### src/rtl/bfly_issue_if.sv
// bfly_issue_if: request/grant bus between a master (or issue controller) and the butterfly network.
interface bfly_issue_if #(
    parameter int NumIn     = 8,
    parameter int AddWidth  = 4,
    parameter int DataWidth = 32
);
    logic [NumIn-1:0]                req;
    logic [NumIn-1:0]                gnt;
    logic [NumIn-1:0]                wen;
    logic [NumIn-1:0][AddWidth-1:0]  add;
    logic [NumIn-1:0][DataWidth-1:0] data;
    modport master (output req, add, wen, data, input gnt);
    modport slave (input req, add, wen, data, output gnt);
endinterface

### src/rtl/bfly_issue_ctrl.sv
// bfly_issue_ctrl: per-port replay slot, starvation hint and rvalid regeneration for the butterfly network.
// Optional per-port grant/stall/starve counters are enabled with `define BFLY_ISSUE_STATS_EN.
module bfly_issue_ctrl #(
    parameter int NumIn     = 8,
    parameter int AddWidth  = 4,
    parameter int DataWidth = 32,
    parameter int MaxWait   = 7
) (
    input  logic             clk_i,
    input  logic             rst_i,
    bfly_issue_if.slave      mst,
    bfly_issue_if.master     net,
    output logic [NumIn-1:0] rvalid_o,
    output logic [NumIn-1:0] prio_o,
    output logic             busy_o
`ifdef BFLY_ISSUE_STATS_EN
    ,
    input  logic                   stat_clr_i,
    output logic [NumIn-1:0][15:0] stat_grant_o,
    output logic [NumIn-1:0][15:0] stat_stall_o,
    output logic [NumIn-1:0][15:0] stat_starve_o
`endif
);
    localparam int CW = $clog2(MaxWait + 1);
    typedef enum logic [1:0] {IDLE, PEND, STARVE} state_e;
    logic [NumIn-1:0] busy;
    assign busy_o = |busy;
    for (genvar i = 0; i < NumIn; i++) begin : g_port
        state_e               state;
        logic [CW-1:0]        cnt;
        logic [AddWidth-1:0]  slot_add;
        logic                 slot_wen;
        logic [DataWidth-1:0] slot_data;
        logic                 idle, fire, rvalid, prio;
        assign idle         = state == IDLE;
        assign net.req[i]   = ~rst_i & (~idle | mst.req[i]);
        assign net.add[i]   = idle ? mst.add[i] : slot_add;
        assign net.wen[i]   = idle ? mst.wen[i] : slot_wen;
        assign net.data[i]  = idle ? mst.data[i] : slot_data;
        // A replayed slot is never acknowledged to the master; it keeps holding its next request.
        assign mst.gnt[i]   = ~rst_i & idle & net.gnt[i];
        assign fire         = net.req[i] & net.gnt[i];
        assign busy[i]      = ~idle;
        assign rvalid_o[i]  = rvalid;
        assign prio_o[i]    = prio;
        always_ff @(posedge clk_i or posedge rst_i) begin
            if (rst_i) begin
                state     <= IDLE;
                cnt       <= '0;
                slot_add  <= '0;
                slot_wen  <= 1'b0;
                slot_data <= '0;
                rvalid    <= 1'b0;
                prio      <= 1'b0;
            end else begin
                rvalid <= fire;
                if (idle) begin
                    if (mst.req[i] & ~net.gnt[i]) begin
                        state     <= PEND;
                        cnt       <= '0;
                        slot_add  <= mst.add[i];
                        slot_wen  <= mst.wen[i];
                        slot_data <= mst.data[i];
                    end
                end else if (net.gnt[i]) begin
                    state <= IDLE;
                    cnt   <= '0;
                    prio  <= 1'b0;
                end else if (state == PEND) begin
                    cnt <= cnt + 1'b1;
                    if (cnt == CW'(MaxWait - 1)) begin
                        state <= STARVE;
                        prio  <= 1'b1;
                    end
                end
            end
        end
`ifdef BFLY_ISSUE_STATS_EN
        logic [15:0] n_grant, n_stall, n_starve;
        logic        starve_in;
        assign starve_in        = state == PEND && ~net.gnt[i] && cnt == CW'(MaxWait - 1);
        assign stat_grant_o[i]  = n_grant;
        assign stat_stall_o[i]  = n_stall;
        assign stat_starve_o[i] = n_starve;
        always_ff @(posedge clk_i or posedge rst_i) begin
            if (rst_i) begin
                n_grant  <= '0;
                n_stall  <= '0;
                n_starve <= '0;
            end else if (stat_clr_i) begin
                n_grant  <= '0;
                n_stall  <= '0;
                n_starve <= '0;
            end else begin
                if (fire && ~&n_grant) n_grant <= n_grant + 1'b1;
                if (~idle && ~&n_stall) n_stall <= n_stall + 1'b1;
                if (starve_in && ~&n_starve) n_starve <= n_starve + 1'b1;
            end
        end
`endif
    end
endmodule

### src/flat_wrapper.sv
// flat-port wrapper written by rule: the top's interface ports become plain ports
module bfly_issue_ctrl_flat 
#(
    parameter int NumIn     = 8,
    parameter int AddWidth  = 4,
    parameter int DataWidth = 32,
    parameter int MaxWait   = 7
)
  (clk_i, rst_i, rvalid_o, prio_o, busy_o, mst_req, mst_add, mst_wen, mst_data, mst_gnt, net_req, net_add, net_wen, net_data, net_gnt);
  bfly_issue_if #(.NumIn(NumIn), .AddWidth(AddWidth), .DataWidth(DataWidth)) mst_i ();
  bfly_issue_if #(.NumIn(NumIn), .AddWidth(AddWidth), .DataWidth(DataWidth)) net_i ();
  input  logic clk_i;
  input  logic rst_i;
  output logic [NumIn-1:0] rvalid_o;
  output logic [NumIn-1:0] prio_o;
  output logic busy_o;
  input wire logic [$bits(mst_i.req)-1:0] mst_req;
  input wire logic [$bits(mst_i.add)-1:0] mst_add;
  input wire logic [$bits(mst_i.wen)-1:0] mst_wen;
  input wire logic [$bits(mst_i.data)-1:0] mst_data;
  output wire logic [$bits(mst_i.gnt)-1:0] mst_gnt;
  output wire logic [$bits(net_i.req)-1:0] net_req;
  output wire logic [$bits(net_i.add)-1:0] net_add;
  output wire logic [$bits(net_i.wen)-1:0] net_wen;
  output wire logic [$bits(net_i.data)-1:0] net_data;
  input wire logic [$bits(net_i.gnt)-1:0] net_gnt;
  assign mst_i.req = mst_req;
  assign mst_i.add = mst_add;
  assign mst_i.wen = mst_wen;
  assign mst_i.data = mst_data;
  assign mst_gnt = mst_i.gnt;
  assign net_req = net_i.req;
  assign net_add = net_i.add;
  assign net_wen = net_i.wen;
  assign net_data = net_i.data;
  assign net_i.gnt = net_gnt;
  bfly_issue_ctrl #(.NumIn(NumIn), .AddWidth(AddWidth), .DataWidth(DataWidth), .MaxWait(MaxWait)) u_core (.clk_i(clk_i), .rst_i(rst_i), .mst(mst_i), .net(net_i), .rvalid_o(rvalid_o), .prio_o(prio_o), .busy_o(busy_o));
endmodule
### config.mk
export PLATFORM = sky130hd
export DESIGN_NAME = bfly_issue_ctrl_flat
export DESIGN_NICKNAME = d
export VERILOG_FILES = /design/src/rtl/bfly_issue_if.sv /design/src/rtl/bfly_issue_ctrl.sv /design/src/flat_wrapper.sv
export SDC_FILE = /design/constraint.sdc
export NUM_CORES = 1
export LEC_CHECK = 0
export ABC_AREA = 0
export BUFFER_PORTS_ARGS = -buffer_cell sky130_fd_sc_hd__clkbuf_2
export CORE_AREA = 2 2 249 251
export CTS_CLUSTER_SIZE = 30
export DETAILED_ROUTE_END_ITERATION = 8
export DIE_AREA = 0 0 251 253
export PLACE_DENSITY_LB_ADDON = 0.12
export SLEW_MARGIN = 30
export SYNTH_ARGS = -nofsm -noshare
export SYNTH_HDL_FRONTEND = slang
export SYNTH_SLANG_ARGS = --single-unit
### constraint.sdc
create_clock -name clk_i -period 16.94 [get_ports clk_i]
set_input_delay 3.388 -clock clk_i [delete_from_list [all_inputs] [get_ports clk_i]]
set_output_delay 3.388 -clock clk_i [all_outputs]
set_load 0.005 [all_outputs]
Word level (Yosys, flattened, before mapping)
Index checks and enable logic that the tools add are counted.
W data, S select, Z words.
Storage, ports and cells
  ROM bits: 0
  flip-flop bits (word level): 352
  bits in writable memories: 0
  memories: 0
  output and inout port bits: 329
  input bits: 314
  latch bits: 0
  word-level logic and storage cells: 346
Cells by class
  shift operators: 0
  reduce and logical (&&, ||, !) cells: 73
  $lt $le $gt $ge: 0
  $mul: 0
  $add $sub $neg: 8
  equality and inequality tests: 24
  multiplexer cells: 120
  div/mod/pow operators: 0
  bitwise gates (word level): 65
Operators by type and width (number)
  $mux W32: 8
  $mux W3: 32
  $mux W2: 40
  $reduce_and A3 Y1: 16
  $reduce_bool A3 Y1: 16
  $and A1 B1 Y1: 40
  $mux W1: 32
  $mux W4: 8
  $reduce_and A2 Y1: 16
  $reduce_bool A2 Y1: 16
  $add A3 B1 Y3 const B: 8
  $eq A3 B3 Y1 const B: 8
  $not A1 Y1: 17
  $eq A2 B1 Y1 const B: 8
  $logic_not A2 Y1: 8
  $ne A2 B2 Y1 const B: 8
  $or A1 B1 Y1: 8
  $reduce_or A8 Y1: 1

Depth between registers and ports, before layout
  word-level depth: 5
  mapped depth: 5
  depth with buffers taken out: 5

Worst setup path before layout
Ideal clock, no wire load.
  path kind: in2out
  start: input rst_i
  end: output mst_gnt[1]
  cell stages on the path: 4
  slack: 0.659 ns
  data arrival time: 12.893 ns
  buffers on the path: 1
  required time: 13.552 ns
  path through: clkbuf_1 clkinv_1 nand2_1 nor3_1
Between the ends
  cells in the longest elaborated chain, start to end: 3
Ends and longest elaborated chain
  start, declared: RTL line flat_wrapper.sv:13  | input logic rst_i;
  $not A1 Y1: RTL line bfly_issue_ctrl.sv:41  | assign mst.gnt[i] = ~rst_i & idle & net.gnt[i];
  $and A1 B1 Y1 (2 in a row): RTL line bfly_issue_ctrl.sv:41
  end, declared: RTL line flat_wrapper.sv:21  | output wire logic [$bits(mst_i.gnt)-1:0] mst_gnt;
Every way passes these cells.

Worst setup path after layout
  start: input rst_i
  end: output mst_gnt[4]
Same word-level chain as after synthesis.

==> metrics <==
leakage power=10.8 nW; multi-input combinational cell area=between 8000 and 9000 um2; vias per cell=4.66; async set-reset flop share out of synthesis=100%; worst slew pin tran=880 ps; root buffer cell=clkbuf_16; Final period util=between 50% and 60%; setup TNS=0 ps; Seq/Total Area, Yosys=49.1%; Place WS=7740 ps; ratio of cells with drive above 1 in the final layout=68.0%; Worst slew margin=41.3%; Total Routed Length=53,100 um; final net count=2,265; initial antenna violation count=3; Peak supply drop=between 70 and 80 uV; Final ANT Viol Nets=0; routability cong.=0.794; Max FO, Critical Path=137; Port-buffer cells=642; Final Hold Viols=0; die area=between 60,000 and 70,000 um2; Yosys reg bits=352; Mapped Nets=1,653; total gr overflow=0; CTS Hold Bufs=0; hold slack=~480 ps; setup bufs post-CTS=0; synthesis-to-finish area growth=29.1%; number of synthesized flops with an enable pin=0; Crit Path Class=in2out; Area after DPL=21,700 um2; DR pass1 iterations=4; Starting Density=between 20% and 30%; H-tree depth=2; Final setup viols=0; synthesized area per cell=13.6 um2; Setup crit start kind=input pin; post-CTS sizing=0; commonest non-fill, non-tap cell in the layout=clkbuf_2; Max Cap Viol=0; IO Count=643; FP Rows=about 90; vias in the first global route=13,400; FILL cells=roughly 6,000; YS warnings=0; dominant synthesized flop cell=dfrtp_1; RSZ-0062 raised after global routing=no; Core ar.=61,000 um2; Setup crit end kind=primary output; Max Slew Vio Count=0; largest net degree at the start of global routing=138; worst hold path class=reg2reg; CTS Sinks=about 350; CTS Buffer Depth=3; Reg clk slew, reported paths=50 ps; DP HPWL=38,900 um; Post-Layout Inst Area=between 20,000 and 25,000 um2; Starting DRT DRC Count=443; Vias=approximately 13,000; routed len/inst=19.3 um; TritonCTS clock tree=yes; Req. time, crit path=13,550 ps; DRC violation count after routing=0; setup ws final=7910 ps; Post-Syn Area=17,900 um2; Total Routing Usage GR=between 10% and 20%; Worst Path Arrival=around 5600 ps; Non-Filler Instances=approximately 2,800; run status=finished, final reports clean; TritonCTS Buffers=45; DIE HEIGHT=253 um; pwr dens=~110 nW/um2; clock skew=~8.4 ps; register area=8810 um2; Worst-Skew Late Latency=550 ps; Post-Syn Instances=around 1,300; Tot Pwr=between 2 and 3 mW; f_max=111 MHz; first-pass GRT wire length=80,400 um; fin util=a little under two fifths; Placed Cells incl. Taps=2,678; Period minus WS final=9030 ps; Yosys cell types=36; most frequent cells in the layout=clkbuf_2, mux2_2, dfrtp_1; die width=251 um
==> logic make-up (layout without fill, tap and decap cells) <==
logic type / Yosys count / in the layout / synth area share (%)
muxes: 596 / 596 / 37.4
buffers and inverters: 129 / 769 / 4.56
AOI/OAI and AO/OA: 82 / 82 / 2.99
and+or+nand+nor: 148 / 148 / 4.84
adders and majority gates: 16 / 16 / 1.12
DFF: 352 / 352 / 49.1
other: 0 / 1 / 0
==> registers in the layout, indices dropped and copies added (netlist names) <==
name,cells
u_core.g_port.slot_wen,8
u_core.g_port.cnt,24
u_core.g_port.prio,8
u_core.g_port.slot_data,256
u_core.g_port.slot_add,32
u_core.g_port.state,16
u_core.g_port.rvalid,8
==> cells in the mapped netlist (7+ instances only) <==
| cell | number | area [um2] |
|---|---|---|
| a21oi_1 | 15 | 75.1 |
| a31oi_1 | 8 | 50.1 |
| a32oi_1 | 8 | 70.1 |
| buf_2 | 38 | 190 |
| buf_4 | 18 | 135 |
| buf_6 | 29 | 327 |
| clkbuf_1 | 12 | 45.0 |
| dfrtp_1 | 352 | 8810 |
| ha_1 | 16 | 200 |
| inv_1 | 31 | 116 |
| mux2_1 | 11 | 124 |
| mux2_2 | 581 | 6540 |
| nand2_1 | 31 | 116 |
| nand2b_4 | 7 | 96.3 |
| nand3_1 | 16 | 80.1 |
| nor2_1 | 32 | 120 |
| nor2b_1 | 18 | 113 |
| nor3_1 | 16 | 80.1 |
| nor3_4 | 7 | 114 |
| nor3b_1 | 12 | 90.1 |
| o211ai_1 | 7 | 52.6 |
| o21ai_0 | 18 | 90.1 |
| o22ai_1 | 11 | 68.8 |
==> report_power, final <==
group          switching (mW)  leakage (nW)  total, mW  internal [mW]
Sequential             0.0814          4.22       1.08          0.999
Combinational           0.240          5.82      0.559          0.320
Clock                   0.371         0.714      0.968          0.597
==> final timing paths <==
path,end,start,cells after the start,slack (ps)
hold reg to reg,u_core.g_port[5].slot_add[2]$_DFFE_PP0P_,u_core.g_port[5].slot_add[2]$_DFFE_PP0P_,1,480
min in group asynchronous,u_core.g_port[4].slot_data[2]$_DFFE_PP0P_,rst_i,3,3160
hold / removal,u_core.g_port[5].slot_add[2]$_DFFE_PP0P_,u_core.g_port[5].slot_add[2]$_DFFE_PP0P_,1,480
setup / recovery,mst_gnt[4],rst_i,7,7910
setup reg to reg,u_core.g_port[1].slot_data[27]$_DFFE_PP0P_,u_core.g_port[1].state[0]$_DFFE_PP0P_,3,14830
max in group asynchronous,u_core.g_port[3].slot_data[11]$_DFFE_PP0P_,rst_i,4,12370
==> final cells by class <==
cell class              count  area share (%)
diodes                      1          0.0108
clock buffers              67            5.74
clock inverters             8           0.638
inverters                  32           0.551
multi-input cells         842            36.2
flip-flops and latches    352            38.0
well taps                 790            4.27
repair buffers            662            14.6
==> per-layer routing <==
| metal | track usage, % | part of all wire, % |
|---|---|---|
| met1 | 19.2 | 40 |
| met4 | 5.51 | 3.1 |
| met5 | 0 | 0.053 |
| met2 | 27.8 | 50 |
| met3 | 5.29 | 7.5 |
==> critical path, cell delays in order <==
cell      delay, ps
clkbuf_2         80
buf_4           200
inv_8           550
buf_12          530
nand2_1         170
nor3_1          210
clkbuf_2        160
(Power assumes the default switching activity.)
